[src/rtl/rv32_pkg.sv]
// Shared RV32I decode definitions: opcodes, ALU select codes, memory and immediate encodings.
package rv32_pkg;

    localparam int unsigned DATA_W = 32;
    localparam int unsigned SEL_W  = 15;
    localparam int unsigned REG_W  = 5;

    localparam logic [6:0] OPC_OP     = 7'b0110011;
    localparam logic [6:0] OPC_OP_IMM = 7'b0010011;
    localparam logic [6:0] OPC_LUI    = 7'b0110111;
    localparam logic [6:0] OPC_AUIPC  = 7'b0010111;
    localparam logic [6:0] OPC_JAL    = 7'b1101111;
    localparam logic [6:0] OPC_JALR   = 7'b1100111;
    localparam logic [6:0] OPC_LOAD   = 7'b0000011;
    localparam logic [6:0] OPC_STORE  = 7'b0100011;
    localparam logic [6:0] OPC_BRANCH = 7'b1100011;

    localparam logic [SEL_W-1:0] ALU_ADD  = 15'h000C;
    localparam logic [SEL_W-1:0] ALU_SUB  = 15'h200C;
    localparam logic [SEL_W-1:0] ALU_SLL  = 15'h002C;
    localparam logic [SEL_W-1:0] ALU_SLT  = 15'h004C;
    localparam logic [SEL_W-1:0] ALU_SLTU = 15'h006C;
    localparam logic [SEL_W-1:0] ALU_XOR  = 15'h008C;
    localparam logic [SEL_W-1:0] ALU_SRL  = 15'h00AC;
    localparam logic [SEL_W-1:0] ALU_SRA  = 15'h20AC;
    localparam logic [SEL_W-1:0] ALU_OR   = 15'h00CC;
    localparam logic [SEL_W-1:0] ALU_AND  = 15'h00EC;

    typedef enum logic [1:0] {
        MEM_NONE  = 2'b00,
        MEM_LOAD  = 2'b01,
        MEM_STORE = 2'b10
    } mem_e;

    typedef enum logic [2:0] {
        IMM_I = 3'd0,
        IMM_S = 3'd1,
        IMM_B = 3'd2,
        IMM_U = 3'd3,
        IMM_J = 3'd4
    } imm_e;

    // One ID/EX entry as handed to the execute stage.
    typedef struct packed {
        logic [SEL_W-1:0]  alu_sel;
        logic [DATA_W-1:0] src1;
        logic [DATA_W-1:0] src2;
        logic [DATA_W-1:0] store_data;
        logic [REG_W-1:0]  rd;
        logic              wb_en;
        mem_e              mem;
        logic [2:0]        br;
        logic              is_br;
        logic              is_jump;
        logic              illegal;
    } id_ex_t;

    // R-type select code built from funct7/funct3.
    function automatic logic [SEL_W-1:0] alu_sel_f(input logic [6:0] funct7, input logic [2:0] funct3);
        return {funct7, funct3, 5'b01100};
    endfunction

endpackage

[src/rtl/rv32_imm_gen.sv]
// Combinational RV32I immediate extraction for the I/S/B/U/J formats.
module rv32_imm_gen
    import rv32_pkg::*;
(
    input  logic [31:0] inst,
    input  imm_e        imm_type,
    output logic [31:0] imm
);

    // Opcode bits never contribute to an immediate.
    logic unused_opcode;
    assign unused_opcode = ^inst[6:0];

    // Assemble the immediate for the requested format.
    always_comb begin
        imm = '0;
        case (imm_type)
            IMM_I:   imm = {{20{inst[31]}}, inst[31:20]};
            IMM_S:   imm = {{20{inst[31]}}, inst[31:25], inst[11:7]};
            IMM_B:   imm = {{19{inst[31]}}, inst[31], inst[7], inst[30:25], inst[11:8], 1'b0};
            IMM_U:   imm = {inst[31:12], 12'b0};
            IMM_J:   imm = {{11{inst[31]}}, inst[31], inst[19:12], inst[20], inst[30:21], 1'b0};
            default: imm = '0;
        endcase
    end

endmodule

[src/rtl/rv32_alu_decode.sv]
// RV32I decode stage: builds ALU select/operands and writeback controls into a one-entry ID/EX register.
module rv32_alu_decode
    import rv32_pkg::*;
#(
    parameter int unsigned XLEN = 32
) (
    input  logic            clk,
    input  logic            rst_n,
    input  logic            in_valid,
    output logic            in_ready,
    input  logic [31:0]     in_inst,
    input  logic [XLEN-1:0] in_pc,
    input  logic [XLEN-1:0] in_rs1_data,
    input  logic [XLEN-1:0] in_rs2_data,
    input  logic            flush,
    output logic            out_valid,
    input  logic            out_ready,
    output logic [14:0]     out_alu_sel,
    output logic [XLEN-1:0] out_src1,
    output logic [XLEN-1:0] out_src2,
    output logic [XLEN-1:0] out_store_data,
    output logic [4:0]      out_rd,
    output logic            out_wb_en,
    output logic [1:0]      out_mem,
    output logic [2:0]      out_br,
    output logic            out_is_br,
    output logic            out_is_jump,
    output logic            out_illegal
);

    logic [6:0]  opcode;
    logic [2:0]  funct3;
    logic [6:0]  funct7;
    logic [4:0]  rd;
    imm_e        imm_type;
    logic [31:0] imm;
    logic [31:0] shamt;
    logic        illegal;
    id_ex_t      dec;

    logic        valid_d, valid_q;
    id_ex_t      entry_d, entry_q;
    logic        accept;

    assign opcode = in_inst[6:0];
    assign rd     = in_inst[11:7];
    assign funct3 = in_inst[14:12];
    assign funct7 = in_inst[31:25];
    assign shamt  = 32'(in_inst[24:20]);

    // Immediate format implied by the opcode.
    always_comb begin
        imm_type = IMM_I;
        case (opcode)
            OPC_STORE:          imm_type = IMM_S;
            OPC_LUI, OPC_AUIPC: imm_type = IMM_U;
            OPC_BRANCH:         imm_type = IMM_B;
            OPC_JAL:            imm_type = IMM_J;
            default:            imm_type = IMM_I;
        endcase
    end

    rv32_imm_gen u_imm_gen (
        .inst     (in_inst),
        .imm_type (imm_type),
        .imm      (imm)
    );

    // Instruction decode into a candidate ID/EX entry.
    always_comb begin
        dec            = '0;
        illegal        = 1'b0;
        dec.store_data = in_rs2_data;
        dec.rd         = rd;
        case (opcode)
            OPC_OP: begin
                dec.src1    = in_rs1_data;
                dec.src2    = in_rs2_data;
                dec.alu_sel = alu_sel_f(funct7, funct3);
                dec.wb_en   = 1'b1;
                illegal     = !((funct7 == 7'h00) ||
                                ((funct7 == 7'h20) && ((funct3 == 3'b000) || (funct3 == 3'b101))));
            end
            OPC_OP_IMM: begin
                dec.src1  = in_rs1_data;
                dec.wb_en = 1'b1;
                // Only SRAI keeps funct7; no immediate form of SUB exists.
                dec.alu_sel = alu_sel_f((funct3 == 3'b101) ? funct7 : 7'h00, funct3);
                if (funct3 == 3'b001) begin
                    dec.src2 = shamt;
                    illegal  = (funct7 != 7'h00);
                end else if (funct3 == 3'b101) begin
                    dec.src2 = shamt;
                    illegal  = (funct7 != 7'h00) && (funct7 != 7'h20);
                end else begin
                    dec.src2 = imm;
                end
            end
            OPC_LUI: begin
                dec.src2    = imm;
                dec.alu_sel = ALU_ADD;
                dec.wb_en   = 1'b1;
            end
            OPC_AUIPC: begin
                dec.src1    = in_pc;
                dec.src2    = imm;
                dec.alu_sel = ALU_ADD;
                dec.wb_en   = 1'b1;
            end
            OPC_JAL, OPC_JALR: begin
                // ALU computes the link value pc+4.
                dec.src1    = in_pc;
                dec.src2    = 32'd4;
                dec.alu_sel = ALU_ADD;
                dec.wb_en   = 1'b1;
                dec.is_jump = 1'b1;
            end
            OPC_LOAD: begin
                dec.src1    = in_rs1_data;
                dec.src2    = imm;
                dec.alu_sel = ALU_ADD;
                dec.mem     = MEM_LOAD;
                dec.wb_en   = 1'b1;
            end
            OPC_STORE: begin
                dec.src1    = in_rs1_data;
                dec.src2    = imm;
                dec.alu_sel = ALU_ADD;
                dec.mem     = MEM_STORE;
            end
            OPC_BRANCH: begin
                dec.src1  = in_rs1_data;
                dec.src2  = in_rs2_data;
                dec.is_br = 1'b1;
                dec.br    = funct3;
                case (funct3)
                    3'b000, 3'b001: dec.alu_sel = ALU_SUB;
                    3'b100, 3'b101: dec.alu_sel = ALU_SLT;
                    3'b110, 3'b111: dec.alu_sel = ALU_SLTU;
                    default:        illegal     = 1'b1;
                endcase
            end
            default: illegal = 1'b1;
        endcase

        if (rd == 5'd0) begin
            dec.wb_en = 1'b0;
        end

        // Illegal entries still travel down the pipe, with all side effects cleared.
        if (illegal) begin
            dec.illegal = 1'b1;
            dec.alu_sel = '0;
            dec.wb_en   = 1'b0;
            dec.mem     = MEM_NONE;
            dec.br      = 3'b000;
            dec.is_br   = 1'b0;
            dec.is_jump = 1'b0;
            dec.src1    = '0;
            dec.src2    = '0;
        end
    end

    assign in_ready = !valid_q || out_ready;
    assign accept   = in_valid && in_ready && !flush;

    // Next state of the ID/EX register: flush, then accept, then consume.
    always_comb begin
        valid_d = valid_q;
        entry_d = entry_q;
        if (flush) begin
            valid_d = 1'b0;
        end else if (accept) begin
            valid_d = 1'b1;
            entry_d = dec;
        end else if (out_ready) begin
            valid_d = 1'b0;
        end
    end

    // ID/EX pipeline register with synchronous reset.
    always_ff @(posedge clk) begin
        if (!rst_n) begin
            valid_q <= 1'b0;
            entry_q <= '0;
        end else begin
            valid_q <= valid_d;
            entry_q <= entry_d;
        end
    end

    assign out_valid      = valid_q;
    assign out_alu_sel    = entry_q.alu_sel;
    assign out_src1       = entry_q.src1;
    assign out_src2       = entry_q.src2;
    assign out_store_data = entry_q.store_data;
    assign out_rd         = entry_q.rd;
    assign out_wb_en      = entry_q.wb_en;
    assign out_mem        = entry_q.mem;
    assign out_br         = entry_q.br;
    assign out_is_br      = entry_q.is_br;
    assign out_is_jump    = entry_q.is_jump;
    assign out_illegal    = entry_q.illegal;

endmodule

[config.mk]
export PLATFORM = sky130hd
export DESIGN_NAME = rv32_alu_decode
export DESIGN_NICKNAME = d
export VERILOG_FILES = /design/src/rtl/rv32_pkg.sv /design/src/rtl/rv32_imm_gen.sv /design/src/rtl/rv32_alu_decode.sv
export SDC_FILE = /design/constraint.sdc
export NUM_CORES = 1
export LEC_CHECK = 0
export CAP_MARGIN = 5
export CORE_AREA = 2 2 125 127
export DETAILED_ROUTE_END_ITERATION = 16
export DIE_AREA = 0 0 127 129
export PLACE_DENSITY = 0.82
export RECOVER_POWER = 25
export SYNTH_ARGS = -nofsm -noshare
export SYNTH_HDL_FRONTEND = slang
export SYNTH_SLANG_ARGS = --single-unit
[constraint.sdc]
create_clock -name clk -period 4.5 [get_ports clk]
set_input_delay 0.9 -clock clk [delete_from_list [all_inputs] [get_ports clk]]
set_output_delay 0.9 -clock clk [all_outputs]
set_load 0.005 [all_outputs]
==> results of run 1 <==
## power by group through the flow
stage	combinational [mW]	sequential, mW	clock (mW)
after floorplan	0.104	1.13	0
after global placement	0.299	1.13	0
after detailed placement	0.300	1.13	0
after CTS	0.301	1.11	1.44
after global routing	0.318	1.11	1.49
final	0.296	1.11	1.41
## registers in the layout, summed over array words and instances (netlist names)
name            flops
out_valid           1
out_src1           32
out_alu_sel        11
out_rd              5
out_mem             2
out_is_br           1
out_src2           32
out_illegal         1
out_is_jump         1
out_br              3
out_store_data     32
out_wb_en           1
## metrics by stage
stage / worst slack (ns) / hold slack (ns) / area, µm²
2_1_floorplan: 2.17 / 0.451 / 5580
3_3_place_gp: 0.913 / 0.445 / 8160
3_5_place_dp: 0.913 / 0.451 / 8160
4_1_cts: 1.35 / 0.458 / 8770
5_1_grt: 1.15 / 0.478 / 8770
6_report: 1.30 / 0.453 / 8770
## final timing paths
path	endpoint	start
worst max register to register	out_src2[11]	out_valid
worst min register to register	out_src2[13]	out_src2[13]
worst min-delay path	out_src2[13]	out_src2[13]
worst max-delay path	in_ready	out_ready
## worst max-delay path, cell delays in order
cell and delay [ns]:
sky130_fd_sc_hd__dlygate4sd3_1 0.53, sky130_fd_sc_hd__nand2b_1 0.30, sky130_fd_sc_hd__clkdlybuf4s50_1 0.58
## layout make-up
class	count	area, µm²	share of cell area, %
multi-input combinational	496	2820	32.2
timing repair buffer	266	2640	30.0
sequential	122	2440	27.8
clock buffer	25	495	5.65
tap	188	235	2.68
clock inverter	7	113	1.28
inverter	7	26.3	0.300
antenna	1	2.50	0.0285
## cells in the mapped netlist (all sizes together)
master | n | area, µm²
a31o | 1 | 17.5
nor2b | 18 | 115
o21ai | 83 | 419
o32ai | 1 | 8.76
inv | 7 | 26.3
a22o | 3 | 26.3
a22oi | 52 | 404
a32oi | 4 | 35.0
or2 | 1 | 6.26
and4bb | 1 | 16.3
nand3 | 20 | 105
or3 | 1 | 6.26
buf | 27 | 173
nand3b | 1 | 7.51
a31oi | 3 | 33.8
a21o | 3 | 22.5
nand2b | 3 | 18.8
o211ai | 3 | 22.5
or4 | 1 | 7.51
nor4 | 2 | 12.5
nor2 | 8 | 30.0
nor3 | 3 | 20.0
nand2 | 141 | 529
a21oi | 33 | 165
clkbuf | 36 | 135
o2111ai | 1 | 15.0
and2 | 47 | 297
nand4bb | 1 | 11.3
conb | 1 | 3.75
dfxtp | 122 | 2440
xor2 | 2 | 17.5
a222oi | 4 | 40.0
and3 | 8 | 50.1
a21boi | 42 | 315
mux2i | 1 | 10.0
and4 | 1 | 8.76
## cell families after synthesis
logic type                share of synthesized area [%]
and+or+nand+nor                                    22.3
AOI/OAI and AO/OA                                  27.4
DFF                                                43.8
buffers and inverters                              5.99
xor gates and xnor gates                          0.314
muxes                                             0.180
other                                            0.0673
## layer usage
metal | vias to the layer above | wire (µm) | GRT usage [%]
met2 | 251 | 9530 | 40.2
met5 | - | 0 | 0
met4 | 0 | 452 | 8.47
li1 | 2831 | - | -
met3 | 34 | 1680 | 7.82
met1 | 2683 | 8240 | 28.8
==> summary by stage, run 1 <==
Status
The flow ran to the end, and the final reports show no timing, DRC or antenna violations.

Place
Port buffering added 256 buffers. The cell count after placement is 1,079. Routability-driven placement finished with a final weighted congestion of between 0.8 and 0.9. Detailed placement finished with a half-perimeter wire length of approximately 14,000 µm.

Final layout
In the layout the commonest cells are sky130_fd_sc_hd__clkdlybuf4s50_1, sky130_fd_sc_hd__nand2_1, sky130_fd_sc_hd__dfxtp_1. The core utilization of the finished layout is 58.6%. Cells with a size suffix above 1 make up 5.96% of the layout. Compared with the post-synthesis result, the final layout area differs by 57.4%. The final non-filler cell total is 1,112. Leaving out fill and tap cells, the most frequent cell in the layout is sky130_fd_sc_hd__clkdlybuf4s50_1. After filler insertion, the fill cell instance count of the layout stands at between 1,000 and 1,500. The final layout contains 1,043 nets.

GRT
The total global-route track usage is 23.9%. Entering global routing, the biggest net connects between 80 and 90 pins. The via count of the first global-routing pass is 5,590. The wire length of the first global-routing pass is 30,600 µm. For this run the aggregate overflow at the end of global routing stands at 0. The number of antenna violations at the first check in global routing is 1.

Synth
Sequential cells were found to cover 43.8% of the synthesized design area. The synthesized design contains 122 register bits. The cell area that synthesis handed to floorplanning was 5570 µm². The number of distinct standard cells referenced by the synthesized netlist is 48. The number of warnings issued by yosys is 0. After technology mapping, the gate count stands at 686.

Dividing the synthesized area by the synthesized cell count gives a little over 8 µm².

Worst setup path
STA classifies the critical path startpoint as a primary input. The worst setup path is of the primary input to output port kind. Along the worst path, the maximum fanout reaches 5. Setup slack on the worst reg-to-reg path comes out at 2.35 ns. The number of cell instances on the worst register-to-register path is 6. Data on the critical path is required at its endpoint by roughly 3.6 ns. The worst setup path is captured at an output port. STA puts the critical path data arrival time at 2.30 ns.

Pwr
The switching power as a share of total power is between 20% and 30%. The combinational share of power is a little over a tenth. The largest voltage drop on the vdd net is roughly 0.23 mV.

For this design the static power due to leakage is between 3 and 4 nW. The total net switching power is 623 µW. The total power divided by cell area is 320 nW/µm². Registers are responsible for about two fifths of the overall power. The internal cell power is 2.19 mW.

Of the total power, the clock network draws 50.1%. The completed layout was analyzed and its total power is 2.81 mW.

Clock tree
Clock-pin slew was measured on the worst setup and hold paths at 0.05 ns. TritonCTS built the clock tree. The post-CTS setup repair buffer count is 0. For this design, the sink count on the clock tree is 122. In this run, CTS created clock tree buffers numbering 17.

The number of buffers between clock root and the deepest sink is 2. The post-cts repair resize count is 0. The CTS H-tree depth is 4. The number of hold buffers added after CTS was 0.

The root buffer cell chosen for the clock tree is sky130_fd_sc_hd__clkbuf_16. The clock latency on the worst-skew pair is between 0.4 and 0.5 ns.

Die
The number of core rows is 45. The full die area is 16,400 µm². The number of primary I/O pins is 260. The horizontal die dimension is approximately 130 µm. The die height is 129 µm. After floorplanning, the core was sized to cover 15,000 µm².

The initial standard-cell utilization of the core is 37.2%.

Timing
For this run, the top clock speed supported by timing is 0.312 GHz. For the pin with the worst max-slew slack, the measured transition is 1.12 ns. The setup TNS after final layout is 0 ns. Setup repair after global routing left no endpoint under its margin. The final count of pins violating max slew is 0. The final critical path takes up 71.2% of the cycle. The final-report hold violation count is 0.

Across the routed clock network, the largest skew measured is 0.00375 ns. The clock period could shrink to 3.20 ns. Setup violations remaining at the end of the flow were counted as 0. The worst slew slack as a fraction of its limit is 24.8%.

Detailed routing
The number of remaining DRC errors is 0. Once detail routing completed, the nets flagged for antenna violations numbered 0. For this block, the initial DRC count from the detailed router was 369. The total iterations of the first detailed-routing run is 6.

The routed design has about 20,000 µm of wire. In the routed layout, each cell is associated on average with a via count of 5.21. The via count is around 5,800. The average wire length per cell after detail routing is 17.9 µm.

Hold path
The path type of the worst min-delay path is register to register. Along the worst hold path, the cell count comes to 2.

Job
Across the run, the number of max-cap violations was 0.
Note: power is estimated with default switching activity, not from simulation.
==> run 2, diff against run 1 <==
--- a/config.mk
+++ b/config.mk
@@ -9,7 +9,7 @@
 export CORE_AREA = 2 2 125 127
 export DETAILED_ROUTE_END_ITERATION = 16
 export DIE_AREA = 0 0 127 129
-export PLACE_DENSITY = 0.82
+export PLACE_DENSITY = 0.85
 export RECOVER_POWER = 25
 export SYNTH_ARGS = -nofsm -noshare
 export SYNTH_HDL_FRONTEND = slang
==> constraint.sdc (replaced) <==
create_clock -name clk -period 2.6 [get_ports clk]
set_input_delay 0.52 -clock clk [delete_from_list [all_inputs] [get_ports clk]]
set_output_delay 0.52 -clock clk [all_outputs]
set_load 0.005 [all_outputs]
==> run 2 against run 1 <==
- final cell count up 3.1%
- worst hold slack worse by 0.00070 ns
- power increased by 75%
- largest power group unchanged
==> summary by stage, run 2 (same netlist as run 1, synthesis figures left out) <==
Timing
The setup TNS after final layout was 0 ns (unchanged). The final count of pins violating max slew was 0 (unchanged). Unrepaired setup endpoints after global routing: no (unchanged).

The post-route fraction of the period consumed by the critical path is 91.0%. The final-report hold violation count is 0 (unchanged). The final critical path time including I/O delays and setup is 2.37 ns. The maximum frequency from static timing analysis is around 0.42 GHz. The worst slew slack as a fraction of its limit came to 48.9% (was 24.8%). The slew at the pin closest to its max-slew limit is 0.767 ns (was 1.12 ns).

The clock skew came to 0.00518 ns (was 0.00375 ns). The final number of setup-violating endpoints is 0 (unchanged).

GRT
The overflow left after global routing was 0 (unchanged). The total global-route track usage was 24.6% (was 23.9%). The wire length of the first global-routing pass was 31,500 µm (was 30,600 µm). The via count of the first global-routing pass is 5,760 (was 5,590).

The number of antenna violations at the first check in global routing is 0 (was 1). The pin count of the biggest net entering global routing is 66 (was 83).

Die
The number of core rows is 45 (unchanged). The die height was 129 µm (unchanged). The horizontal die dimension is 127 µm (unchanged).

The initial standard-cell utilization of the core is 37.2% (unchanged). The full die area is 16,400 µm² (unchanged). The placeable core region came to 15,000 µm² (unchanged). The number of primary I/O pins is 260 (unchanged).

Worst setup path
The startpoint kind of the worst setup timing path was a primary input (unchanged). The maximum fanout count along the critical path was 3 (was 5). The cell repeated most along the worst path is sky130_fd_sc_hd__clkdlybuf4s50_1. The critical path's top delay family is buffers and inverters (unchanged).

The category of the worst setup path capture point is an output port (unchanged). The critical path arrival is 1.85 ns (was 2.30 ns). Cell chain of the critical path: clkdlybuf4s50_1 > nand2b_1 > buf_4 > clkdlybuf4s50_1 (was dlygate4sd3_1 > nand2b_1 > clkdlybuf4s50_1). The cell type of the slowest stage on the worst timing path is sky130_fd_sc_hd__clkdlybuf4s50_1 (unchanged). The maximum single-stage delay on the critical path came to 0.51 ns (was 0.58 ns). The type of the setup path with the least slack is primary input to output port (unchanged). The number of buffers and inverters on the critical path is 3 (was 2). The required time at the worst-slack endpoint came to 2.08 ns (was 3.60 ns).

Clock tree
The clock latency on the worst-skew pair is 0.42 ns (about the same). The clock-pin slew on the worst setup and hold paths came to 0.06 ns (was 0.05 ns). The number of clock buffers inserted by TritonCTS was 17 (unchanged).

The CTS H-tree depth was 4 (unchanged). The clock root buffer is sky130_fd_sc_hd__clkbuf_16 (unchanged). The post-CTS setup repair buffer count is 0 (unchanged). The number of buffers between clock root and the deepest sink was 2 (unchanged). The post-cts repair resize count is 0 (unchanged). The count of clock tree sinks came to 122 (unchanged). The quantity of hold-fixing buffers added after cts is 0 (unchanged). The clock tree from TritonCTS is done (unchanged).

Detailed routing
The average wire length per cell after detail routing was 17.8 µm (was 17.9 µm). The mean number of vias per cell is 5.24 (was 5.21). The number of DRC violations after detailed-routing iteration 0 is 533 (was 369).

The number of nets with antenna violations after detailed routing is 0 (unchanged). The total iterations of the first detailed-routing run is 7 (was 6). The final routed wirelength across all metal layers came to 20,400 µm (was 19,900 µm). The via count was 6,010 (was 5,799). The number of remaining DRC errors is 0 (unchanged).

Place
The placed cell area is 8530 µm² (was 8160 µm²). The final estimated routing congestion in global placement is 0.936 (was 0.897). The estimated wirelength of the detail-placed design is 15,000 µm (was 14,300 µm). The count of buffers inserted at the top-level ports is 256 (unchanged).

Status
Status: completed (unchanged).

Final layout
The number of filler cells placed in the layout was 1,271 (was 1,386). The design area is 9130 µm² (was 8770 µm²). The fraction of final layout cells with drive strength greater than 1 came to 9.80% (was 5.96%). The most frequent standard cell in the layout excluding fill and tap cells is sky130_fd_sc_hd__clkdlybuf4s50_1 (unchanged). The layout overhead on the synthesized area is 63.7% (was 57.4%). The net count reported at finish is 1,079 (was 1,043). Commonest cells after routing, fill and taps aside: sky130_fd_sc_hd__clkdlybuf4s50_1, sky130_fd_sc_hd__nand2_1, sky130_fd_sc_hd__dfxtp_1 (unchanged). The number of diodes is 0 (was 1).

Pwr
The total power divided by cell area came to 540 nW/µm² (was 320 nW/µm²). The largest voltage drop on the vdd net is 0.419 mV (was 0.230 mV). The static power due to leakage came to 3.42 nW (was 3.24 nW). The total power was 4.92 mW (was 2.81 mW).

Job
The count of maximum capacitance violations is 0 (unchanged).

Hold path
The path type of the worst min-delay path is register to register (unchanged).
[run 2: final cells by class]
cell class,instances,area [µm²],area share [%]
Timing Repair Buffer,302,2990,32.7
Multi-Input combinational cell,496,2820,30.9
Sequential cell,122,2440,26.8
Clock buffer,18,439,4.81
Tap cell,188,235,2.58
Clock inverter,14,173,1.89
Inverter,7,26.3,0.288
[run 2: worst paths after layout]
path | from | end | slack (ns) | depth (start not counted)
setup / recovery | out_ready | in_ready | 0.23 | 4
hold / removal | out_is_br | out_is_br | 0.45 | 2
setup reg to reg | out_valid | out_src2[22] | 0.72 | 6
hold reg to reg | out_is_br | out_is_br | 0.45 | 2
[run 2: worst register-to-register path, stage by stage (launching register included)]
cell and delay (ns):
sky130_fd_sc_hd__dfxtp_1 0.32, sky130_fd_sc_hd__nand2b_1 0.13, sky130_fd_sc_hd__buf_4 0.19, sky130_fd_sc_hd__nand2_4 0.13
sky130_fd_sc_hd__clkbuf_4 0.64, sky130_fd_sc_hd__a22oi_1 0.25, sky130_fd_sc_hd__nor2b_1 0.14
[run 2: power by group]
part	total (mW)	internal (mW)	switching (mW)
sequential	1.91	1.90	0.0140
clock	2.46	1.53	0.925
combinational	0.552	0.310	0.242
[run 2: stage by stage]
step	setup WS, ns	cells	utilization (%)	hold slack [ns]
floorplan	0.646	688	-	0.451
global placement	-0.0688	1115	57.0	0.444
detailed placement	-0.0501	1115	57.0	0.445
CTS	0.225	1147	61.1	0.453
global route	0.129	1147	60.9	0.479
finish	0.235	1147	60.9	0.452
[run 2: routing by layer]
| layer | routed length, µm | track usage, % | up-vias |
|---|---|---|---|
| li1 | - | - | 2905 |
| met1 | 8250 | 29.2 | 2799 |
| met2 | 9600 | 40.5 | 265 |
| met3 | 1930 | 9.31 | 41 |
| met4 | 593 | 9.95 | 0 |
| met5 | 0 | 0 | - |
